$ cat config.mk
export PLATFORM = sky130hd
export DESIGN_NAME = traffic_light_monitor_flat
export DESIGN_NICKNAME = d
export VERILOG_FILES = /design/src/rtl/traffic_light_monitor_if.sv /design/src/rtl/traffic_light_monitor.sv /design/src/flat_wrapper.sv
export SDC_FILE = /design/constraint.sdc
export NUM_CORES = 1
export LEC_CHECK = 0
export BUFFER_PORTS_ARGS = -buffer_cell sky130_fd_sc_hd__buf_2
export CELL_PAD_IN_SITES_DETAIL_PLACEMENT = 0
export CELL_PAD_IN_SITES_GLOBAL_PLACEMENT = 1
export CORE_UTILIZATION = 31
export CTS_CLUSTER_DIAMETER = 60
export DETAILED_ROUTE_END_ITERATION = 10
export GPL_TIMING_DRIVEN = 0
export PLACE_DENSITY_LB_ADDON = 0.25
export SLEW_MARGIN = 0
export SYNTH_ARGS = -nofsm -noshare
export SYNTH_HDL_FRONTEND = slang
export SYNTH_SLANG_ARGS = --single-unit
$ cat constraint.sdc
create_clock -name clk -period 5.9 [get_ports clk]
set_input_delay 0.295 -clock clk [delete_from_list [all_inputs] [get_ports clk]]
set_output_delay 0.295 -clock clk [all_outputs]
set_load 0.01 [all_outputs]
$ cat src/rtl/traffic_light_monitor_if.sv
// Lamp-bus interface between the traffic light controller side and the passive monitor.
// The master drives the lamps, the tick and the flag clear; the slave reports the decode and flags.
interface traffic_light_monitor_if;
    logic       tick;
    logic [2:0] light_i;
    logic       clr;
    logic [2:0] phase_o;
    logic       err_seq;
    logic       err_time;
    logic       err_code;
    logic       err_pulse;
    logic [7:0] cycle_count;

    modport master (
        output tick, light_i, clr,
        input  phase_o, err_seq, err_time, err_code, err_pulse, cycle_count
    );

    modport slave (
        input  tick, light_i, clr,
        output phase_o, err_seq, err_time, err_code, err_pulse, cycle_count
    );
endinterface

$ cat src/rtl/traffic_light_monitor.sv
// Passive checker for the {red, yellow, green} lamp bus: decodes phases, measures dwell in ticks,
// and raises sticky flags for illegal codes, illegal successions and dwell-window violations.
module traffic_light_monitor #(
    parameter int TIME_RED    = 30,
    parameter int TIME_YELLOW = 3,
    parameter int TIME_GREEN  = 20,
    parameter int TOL         = 1,
    parameter int CW          = 8
) (
    input logic                    clk,
    input logic                    rst,
    traffic_light_monitor_if.slave bus
);

    typedef enum logic {StSync, StTrack} state_e;

    localparam logic [2:0] PhOff = 3'd0;
    localparam logic [2:0] PhR   = 3'd1;
    localparam logic [2:0] PhRy  = 3'd2;
    localparam logic [2:0] PhG   = 3'd3;
    localparam logic [2:0] PhY   = 3'd4;
    localparam logic [2:0] PhIll = 3'd7;

    localparam logic [CW-1:0] DwellMax = '1;

    function automatic logic [2:0] decode(input logic [2:0] l);
        case (l)
            3'b000:  return PhOff;
            3'b100:  return PhR;
            3'b110:  return PhRy;
            3'b001:  return PhG;
            3'b010:  return PhY;
            default: return PhIll;
        endcase
    endfunction

    function automatic int expected_t(input logic [2:0] ph);
        case (ph)
            PhR:       return TIME_RED;
            PhRy, PhY: return TIME_YELLOW;
            PhG:       return TIME_GREEN;
            default:   return 0;
        endcase
    endfunction

    function automatic logic legal_step(input logic [2:0] from, input logic [2:0] to);
        return (to == PhOff) ||
               (from == PhOff && to == PhR)  || (from == PhR && to == PhRy) ||
               (from == PhRy  && to == PhG)  || (from == PhG && to == PhY)  ||
               (from == PhY   && to == PhR);
    endfunction

    function automatic logic out_of_window(input logic [2:0] ph, input logic [CW-1:0] dw);
        int d;
        d = int'(dw);
        return (d < expected_t(ph) - TOL) || (d > expected_t(ph) + TOL);
    endfunction

    state_e        state_q, state_d;
    logic [2:0]    phase_q, phase_d;
    logic [CW-1:0] dwell_q, dwell_d;
    logic          ovr_q, ovr_d;
    logic [7:0]    cycle_q, cycle_d;
    logic          seq_q, seq_d, time_q, time_d, code_q, code_d;
    logic          pulse_q, pulse_d;
    logic          new_seq, new_time, new_code;
    logic [2:0]    ph_new;
    logic          changed;

    assign ph_new  = decode(bus.light_i);
    assign changed = (ph_new != phase_q);

    always_comb begin
        state_d  = state_q;
        phase_d  = phase_q;
        dwell_d  = dwell_q;
        ovr_d    = ovr_q;
        cycle_d  = cycle_q;
        new_seq  = 1'b0;
        new_time = 1'b0;
        new_code = 1'b0;
        if (bus.tick) begin
            phase_d = ph_new;
            if (changed) begin
                dwell_d = CW'(1);
                ovr_d   = 1'b0;
            end else if (dwell_q != DwellMax) begin
                dwell_d = dwell_q + CW'(1);
            end
            if (ph_new == PhIll) begin
                new_code = 1'b1;
                state_d  = StSync;
            end else if (state_q == StSync) begin
                if (changed) state_d = StTrack;
            end else if (changed) begin
                // phase_q is never ILLEGAL while tracking, so it is a valid predecessor
                new_seq  = !legal_step(phase_q, ph_new);
                new_time = (phase_q != PhOff) && !ovr_q && out_of_window(phase_q, dwell_q);
                if (phase_q == PhY && ph_new == PhR) cycle_d = cycle_q + 8'd1;
            end else if (ph_new != PhOff && !ovr_q &&
                         int'(dwell_d) == expected_t(ph_new) + TOL + 1) begin
                // Overrun reported now; the exit check for this phase is then suppressed
                new_time = 1'b1;
                ovr_d    = 1'b1;
            end
        end
        seq_d   = (seq_q  & ~bus.clr) | new_seq;
        time_d  = (time_q & ~bus.clr) | new_time;
        code_d  = (code_q & ~bus.clr) | new_code;
        pulse_d = new_seq | new_time | new_code;
    end

    always_ff @(posedge clk or posedge rst) begin
        if (rst) begin
            state_q <= StSync;
            phase_q <= PhOff;
            dwell_q <= '0;
            ovr_q   <= 1'b0;
            cycle_q <= 8'd0;
            seq_q   <= 1'b0;
            time_q  <= 1'b0;
            code_q  <= 1'b0;
            pulse_q <= 1'b0;
        end else begin
            state_q <= state_d;
            phase_q <= phase_d;
            dwell_q <= dwell_d;
            ovr_q   <= ovr_d;
            cycle_q <= cycle_d;
            seq_q   <= seq_d;
            time_q  <= time_d;
            code_q  <= code_d;
            pulse_q <= pulse_d;
        end
    end

    assign bus.phase_o     = phase_q;
    assign bus.err_seq     = seq_q;
    assign bus.err_time    = time_q;
    assign bus.err_code    = code_q;
    assign bus.err_pulse   = pulse_q;
    assign bus.cycle_count = cycle_q;

endmodule

$ cat src/flat_wrapper.sv
// flat-port wrapper written by rule: the top's interface ports become plain ports
module traffic_light_monitor_flat 
#(
    parameter int TIME_RED    = 30,
    parameter int TIME_YELLOW = 3,
    parameter int TIME_GREEN  = 20,
    parameter int TOL         = 1,
    parameter int CW          = 8
)
  (clk, rst, bus_tick, bus_light_i, bus_clr, bus_phase_o, bus_err_seq, bus_err_time, bus_err_code, bus_err_pulse, bus_cycle_count);
  traffic_light_monitor_if bus_i ();
  input logic clk;
  input logic rst;
  input wire logic [$bits(bus_i.tick)-1:0] bus_tick;
  input wire logic [$bits(bus_i.light_i)-1:0] bus_light_i;
  input wire logic [$bits(bus_i.clr)-1:0] bus_clr;
  output wire logic [$bits(bus_i.phase_o)-1:0] bus_phase_o;
  output wire logic [$bits(bus_i.err_seq)-1:0] bus_err_seq;
  output wire logic [$bits(bus_i.err_time)-1:0] bus_err_time;
  output wire logic [$bits(bus_i.err_code)-1:0] bus_err_code;
  output wire logic [$bits(bus_i.err_pulse)-1:0] bus_err_pulse;
  output wire logic [$bits(bus_i.cycle_count)-1:0] bus_cycle_count;
  assign bus_i.tick = bus_tick;
  assign bus_i.light_i = bus_light_i;
  assign bus_i.clr = bus_clr;
  assign bus_phase_o = bus_i.phase_o;
  assign bus_err_seq = bus_i.err_seq;
  assign bus_err_time = bus_i.err_time;
  assign bus_err_code = bus_i.err_code;
  assign bus_err_pulse = bus_i.err_pulse;
  assign bus_cycle_count = bus_i.cycle_count;
  traffic_light_monitor #(.TIME_RED(TIME_RED), .TIME_YELLOW(TIME_YELLOW), .TIME_GREEN(TIME_GREEN), .TOL(TOL), .CW(CW)) u_core (.clk(clk), .rst(rst), .bus(bus_i));
endmodule
==> impl_metrics.py, run 1 <==
metrics = {
    "timing": {
        "fin_crit_sh_pct": 59.24,
        "fin_ws_ns": 2.405,
        "fin_skew_ns": 0.004052,
        "setup_tns_ns": 0,
        "fmax_mhz": 286.1,
        "slew_headroom_pct": 33.11,
        "drv_slew": 0,
        "finalSetupViolations": 0,
        "worstMarginPinSlew_ns": 1.002,
        "period_minus_slack_ns": 3.495,
        "rsz0062_at_grt": "false",
        "hold_viol_final": 0,
    },
    "worst_setup_path": {
        "crit_end": "u_core.bus.err_pulse",
        "rrSetupSlack_ns": 2.40,
        "crit_family": "compound AO/OA/AOI/OAI gates",
        "cp-start-kind": "register",
        "critical_path_required_ns": 6.06,
        "reg2reg_depth": 13,
        "cp-end-kind": "register",
        "startpoint": "u_core.bus.phase_o[1]",
        "slowest_delay_ns": 0.68,
        "timing.rr.end": "u_core.bus.err_pulse",
        "slowest_stage": "a2111oi_0",
        "cpMostUsedCell": "ha_1",
        "cp.arrival_ns": 3.66,
        "critical_path_cell_count": 13,
        "worst-path-buf-inv": 2,
        "crit_fanout": 10,
        "path_class": "register to register",
        "reg2reg_from": "u_core.bus.phase_o[1]",
        "cp_cell_sequence": "dlymetal6s2s_1 > or2_2 > nand2_1 > inv_2 > ha_1 > ha_1 > ha_1 > o211ai_1 > a21oi_1 > o21ai_0 > a2111oi_0 > or4_4 > nand4_1",
    },
    "power_and_ir_drop": {
        "leakagePower_nw": 1.113,
        "p_comb_share_pct": 34.7,
        "p_per_area_nw_per_um2": 195.0,
        "switching_share_pct": 36.05,
        "pwr-share-clk_pct": 23.4,
        "switchingPower_w": 0.0001734,
        "seqPwrFrac_pct": 41.9,
        "finalPower_w": 0.0004809,
        "cell_internal_pwr_w": 0.0003075,
        "vdd_drop_max_mv": 0.07941,
    },
    "clock_network": {
        "clk_path_buf_depth": 2,
        "htreeDepth": 1,
        "cts_root_buf": "clkbuf_8",
        "cts_tree": "yes",
        "cts-resized-gates": 0,
        "post_cts_buffers": 0,
        "insertion_delay_ns": 0.28,
        "clk_pin_slew_worst_paths_ns": 0.10,
        "ctsHoldBuffers": 0,
        "cts_sinks": 25,
        "cts_buffers": 3,
    },
    "yosys": {
        "synth_edf_count": 0,
        "syn_area_um2": 2197,
        "avgSynthCellArea_um2": 9.005,
        "ys_types": 61,
        "synth_warnings": 0,
        "yosysSeqAreaShare_pct": 28.47,
        "synthesis.nets": 270,
        "synth_seq_cells": 25,
        "synthFlopType": "dfrtp_1",
        "ys_async_sr_fraction_pct": 100.0,
        "netlist_instances": 244,
    },
    "floorplan": {
        "die_y_um": 86.19,
        "rows": 30,
        "die_w_um": 86.19,
        "dieArea_um2": 7428,
        "core_area_um2": 6832,
        "io_pins": 22,
        "initial_core_util_pct": 32.16,
    },
    "final_layout": {
        "fin_nets": 295,
        "syn_to_final_growth_pct": 12.24,
        "fillers": 731,
        "mostFrequentLayoutCells": "dfrtp_1 (25), buf_2 (22), nor2_1 (19), ha_1 (19), a21oi_1 (15)",
        "layout_commonest_cell": "dfrtp_1",
        "final_layout_size_suffix_gt1_share_pct": 19.40,
        "final_util_pct": 36.10,
        "stdcell_area_um2": 2466,
        "diodes": 0,
    },
    "detailed_routing": {
        "dr.pass1.iters": 4,
        "wirelength_um": 5228,
        "via_per_inst": 5.060,
        "antenna_left": 0,
        "vias": 1842,
        "drt_iter0_markers": 48,
        "drc_errors": 0,
        "wire_per_inst_um": 14.36,
    },
    "grt": {
        "grt_use_total_pct": 15.32,
        "grt_pass1_wl_um": 8956,
        "gr-total-overflow": 0,
        "grt_max_degree": 26,
        "grt_pass1_vias": 1790,
        "antenna_found_initial": 0,
    },
    "place": {
        "placed_area_um2": 2417,
        "dp_hpwl_um": 3892,
        "place.gp.congestion": 0.7382,
        "place_ws_ns": 2.405,
        "portBuffers": 20,
    },
    "flow_run": {
        "maxCapViolations": 0,
    },
    "outcome": {
        "status": "completed",
    },
    "min_path": {
        "min_path_type": "input pin to register",
        "hold_depth": 2,
    },
}
metrics by stage:
| stage | hold slack (ns) | instances |
|---|---|---|
| floorplan | 0.3223 | 244 |
| global placement | 0.4585 | 360 |
| detailed placement | 0.4772 | 360 |
| CTS | 0.1838 | 364 |
| global route | 0.1881 | 364 |
| finish | 0.1898 | 364 |
metal layers:
| metal | routed length (µm) | track usage (%) |
|---|---|---|
| met5 | 0 | 0 |
| met4 | 63 | 5.303 |
| met3 | 122 | 1.238 |
| met2 | 2294 | 23.59 |
| met1 | 2747 | 22.49 |
synthesized netlist by cell type, types with 7 or more instances:
master   instances  area share, %
xnor2_1         14            5.6
nand2_1         13            2.2
o21ai_0          9            2.0
nand3_1         10            2.3
inv_1           11            1.9
a21oi_1         15            3.4
dfrtp_1         25             28
nand4_1          7            2.0
ha_1            19             11
nor2_1          19            3.2
buf_6            7            3.6
power groups by stage:
stage / logic, W / clock network (W) / registers, W
final: 0.000167 / 0.000112 / 0.000202
after global routing: 0.000189 / 0.000122 / 0.000205
after CTS: 0.000170 / 0.000115 / 0.000201
after detailed placement: 0.000169 / 0 / 0.000205
after global placement: 0.000169 / 0 / 0.000205
after floorplan: 0.000125 / 0 / 0.000204
cells by family after synthesis:
group	after synthesis	synth area share (%)
AOI/OAI and AO/OA	63	20.33
xor gates and xnor gates	18	7.175
adders and majority gates	19	10.82
buffers and inverters	27	8.030
DFF	25	28.47
muxes	6	2.904
other	1	0.1707
and+or+nand+nor	85	22.10
area by class of cell:
| class | instances | area (µm²) | area share (%) |
|---|---|---|---|
| Multi-Input combinational cell | 192 | 1395 | 56.57 |
| Sequential cell | 25 | 625.6 | 25.37 |
| Buffer | 15 | 131.4 | 5.327 |
| Tap cell | 96 | 120.1 | 4.871 |
| Timing Repair Buffer | 20 | 100.1 | 4.059 |
| Inverter | 12 | 45.04 | 1.826 |
| Clock buffer | 3 | 41.29 | 1.674 |
| Clock inverter | 1 | 7.507 | 0.3044 |
sequential cells by signal (all words and copies together), names as in the netlist:
signal and count:
u_core.bus.cycle_count 8, u_core.bus.err_code 1, u_core.bus.err_pulse 1, u_core.bus.err_seq 1, u_core.bus.err_time 1, u_core.bus.phase_o 3, u_core.dwell_q 8, u_core.ovr_q 1
u_core.state_q 1
worst register-to-register path, stage by stage (launching register included):
cell            delay (ns)
dfrtp_1               0.46
dlymetal6s2s_1        0.29
or2_2                 0.37
nand2_1               0.11
inv_2                 0.04
ha_1                  0.17
ha_1                  0.27
ha_1                  0.31
o211ai_1              0.09
a21oi_1               0.14
o21ai_0               0.12
a2111oi_0             0.68
or4_4                 0.25
nand4_1               0.09
worst min-delay path by stage:
stage | from | end
after global routing | bus_clr | u_core.bus.err_seq
final | bus_clr | u_core.bus.err_seq
after detailed placement | u_core.bus.cycle_count[7] | u_core.bus.cycle_count[7]
after floorplan | rst | u_core.bus.cycle_count[0]
after CTS | bus_clr | u_core.bus.err_seq
after global placement | u_core.bus.cycle_count[7] | u_core.bus.cycle_count[7]
(Power assumes the default switching activity.)
==> run 2, diff against run 1 <==
==> constraint.sdc (replaced) <==
create_clock -name clk -period 2.9 [get_ports clk]
set_input_delay 0.145 -clock clk [delete_from_list [all_inputs] [get_ports clk]]
set_output_delay 0.145 -clock clk [all_outputs]
set_load 0.01 [all_outputs]
==> run 2 against run 1 <==
  * Critical endpoint unchanged
  * Sequential share of layout area is 2.2 points lower
  * Count of clock-buffer cells in the layout stayed put
  * Final cell count is 4.1% higher
  * Largest power group is now combinational cells
  * Clock skew is 0.0030 ns lower
  * Die area stayed put
==> impl_metrics.py, run 2 (same netlist as run 1, synthesis figures left out) <==
metrics = {
    "worst_setup_path": {
        "cp.arrival_ns": 2.91,
        "worst-path-buf-inv": 1,
        "cp-end-kind": "register",
        "cpMostUsedCell": "ha_4",
        "slowest_stage": "dfrtp_2",
        "crit_family": "simple AND/OR/NAND/NOR gates",
        "cp_cell_sequence": "nand2b_4 > or2_4 > nand2_4 > inv_2 > ha_2 > ha_4 > ha_4 > o211ai_1 > a21oi_2 > o21ai_2 > a2111oi_4 > or4_4 > nand4_1",
        "startpoint": "u_core.bus.phase_o[2]",
        "slowest_delay_ns": 0.44,
        "cp-start-kind": "register",
        "reg2reg_from": "u_core.bus.phase_o[2]",
        "crit_fanout": 4,
        "critical_path_required_ns": 3.06,
        "path_class": "register to register",
    },
    "detailed_routing": {
        "drt_iter0_markers": 79,
        "dr.pass1.iters": 4,
        "wire_per_inst_um": 13.95,
        "antenna_left": 0,
        "via_per_inst": 5.098,
        "drc_errors": 0,
        "wirelength_um": 5287,
        "vias": 1932,
    },
    "place": {
        "dp_hpwl_um": 3814,
        "portBuffers": 20,
        "dp_cells": 360,
        "place.gp.congestion": 0.7362,
    },
    "timing": {
        "drv_slew": 0,
        "whs_ns": 0.04530,
        "finalSetupViolations": 0,
        "fin_skew_ns": 0.001074,
        "fin_crit_sh_pct": 94.91,
        "hold_viol_final": 0,
        "period_minus_slack_ns": 2.752,
        "rsz0062_at_grt": "false",
        "fmax_mhz": 363.3,
        "slew_headroom_pct": 34.11,
        "worstMarginPinSlew_ns": 0.9873,
    },
    "grt": {
        "grt_use_total_pct": 14.86,
        "grt_pass1_vias": 1759,
        "gr-total-overflow": 0,
        "grt_max_degree": 26,
        "antenna_found_initial": 0,
        "grt_pass1_wl_um": 8652,
    },
    "flow_run": {
        "maxCapViolations": 0,
    },
    "clock_network": {
        "cts_sinks": 25,
        "cts_buffers": 3,
        "clk_path_buf_depth": 2,
        "clk_pin_slew_worst_paths_ns": 0.09,
        "cts_root_buf": "clkbuf_8",
        "insertion_delay_ns": 0.28,
        "cts_tree": "yes",
        "ctsHoldBuffers": 0,
        "htreeDepth": 1,
    },
    "final_layout": {
        "final_util_pct": 39.63,
        "mostFrequentLayoutCells": "dfrtp_1 (23), buf_2 (22), nor2_1 (19)",
        "final_layout_size_suffix_gt1_share_pct": 30.04,
        "layout_commonest_cell": "dfrtp_1",
        "syn_to_final_growth_pct": 23.23,
        "diodes": 0,
        "final_cells": 379,
        "fin_nets": 310,
    },
    "outcome": {
        "status": "completed",
    },
    "power_and_ir_drop": {
        "leakagePower_nw": 1.204,
        "vdd_drop_max_mv": 0.1986,
        "p_per_area_nw_per_um2": 389.1,
    },
    "min_path": {
        "min_from": "bus_clr",
        "min_path_type": "input pin to register",
    },
    "floorplan": {
        "die_y_um": 86.19,
        "io_pins": 22,
        "rows": 30,
        "dieArea_um2": 7428,
        "initial_core_util_pct": 32.16,
        "die_w_um": 86.19,
        "core_area_um2": 6832,
    },
}
-- run 2: cell types whose count changed in the layout (fill, tap and decap cells not counted), sizes merged --
| cell | delta |
|---|---|
| buf | +16 |
| dlymetal6s2s | -1 |
-- run 2: report_power, final --
group	switching (W)	internal, W
logic	0.000212	0.000208
registers	0.0000361	0.000375
clock network	0.000125	0.0000978
total	0.000373	0.000681
-- run 2: cell type report --
type | instances | area, µm²
inverter | 12 | 45.04
clock inverter | 1 | 7.507
timing repair buffer | 37 | 239.0
fill | 724 | 4124
sequential | 25 | 628.1
multi-input combinational | 192 | 1515
buffer | 13 | 111.4
clock buffer | 3 | 41.29
tap | 96 | 120.1
-- run 2: through the flow --
step / TNS [ns] / power, W / area [µm²] / setup slack, ns
detailed placement: -1.200 / 0.0007597 / 2419 / -0.6117
global placement: -1.323 / 0.0007600 / 2419 / -0.6712
global route: 0 / 0.001131 / 2708 / 0.008099
CTS: 0 / 0.001028 / 2572 / 0.03141
finish: 0 / 0.001054 / 2708 / 0.1477
floorplan: 0 / 0.0006701 / 2198 / 0.004692
-- run 2: repair_timing --
item | CTS | global route
gates resized for setup | 14 | 12
cloned | 0 | 0
setup endpoints to repair | 2 | 2
setup buffers | 8 | 9
pin swaps | 6 | 7
-- run 2: worst paths after layout --
kind,to,slack (ns),depth (start not counted)
max,u_core.bus.err_pulse,0.15,13
min,u_core.bus.err_seq,0.05,2
max reg2reg,u_core.bus.err_pulse,0.15,13
min reg2reg,u_core.bus.cycle_count[7],0.47,1
max in group asynchronous,u_core.bus.phase_o[1],2.16,2
min in group asynchronous,u_core.bus.cycle_count[0],0.08,2
-- run 2: layer usage --
metal,global-route usage (%),vias up,routed length [µm]
met5,0,-,0
li1,-,966,-
met4,4.091,0,62
met3,1.429,5,161
met2,23.81,38,2487
met1,21.35,923,2575
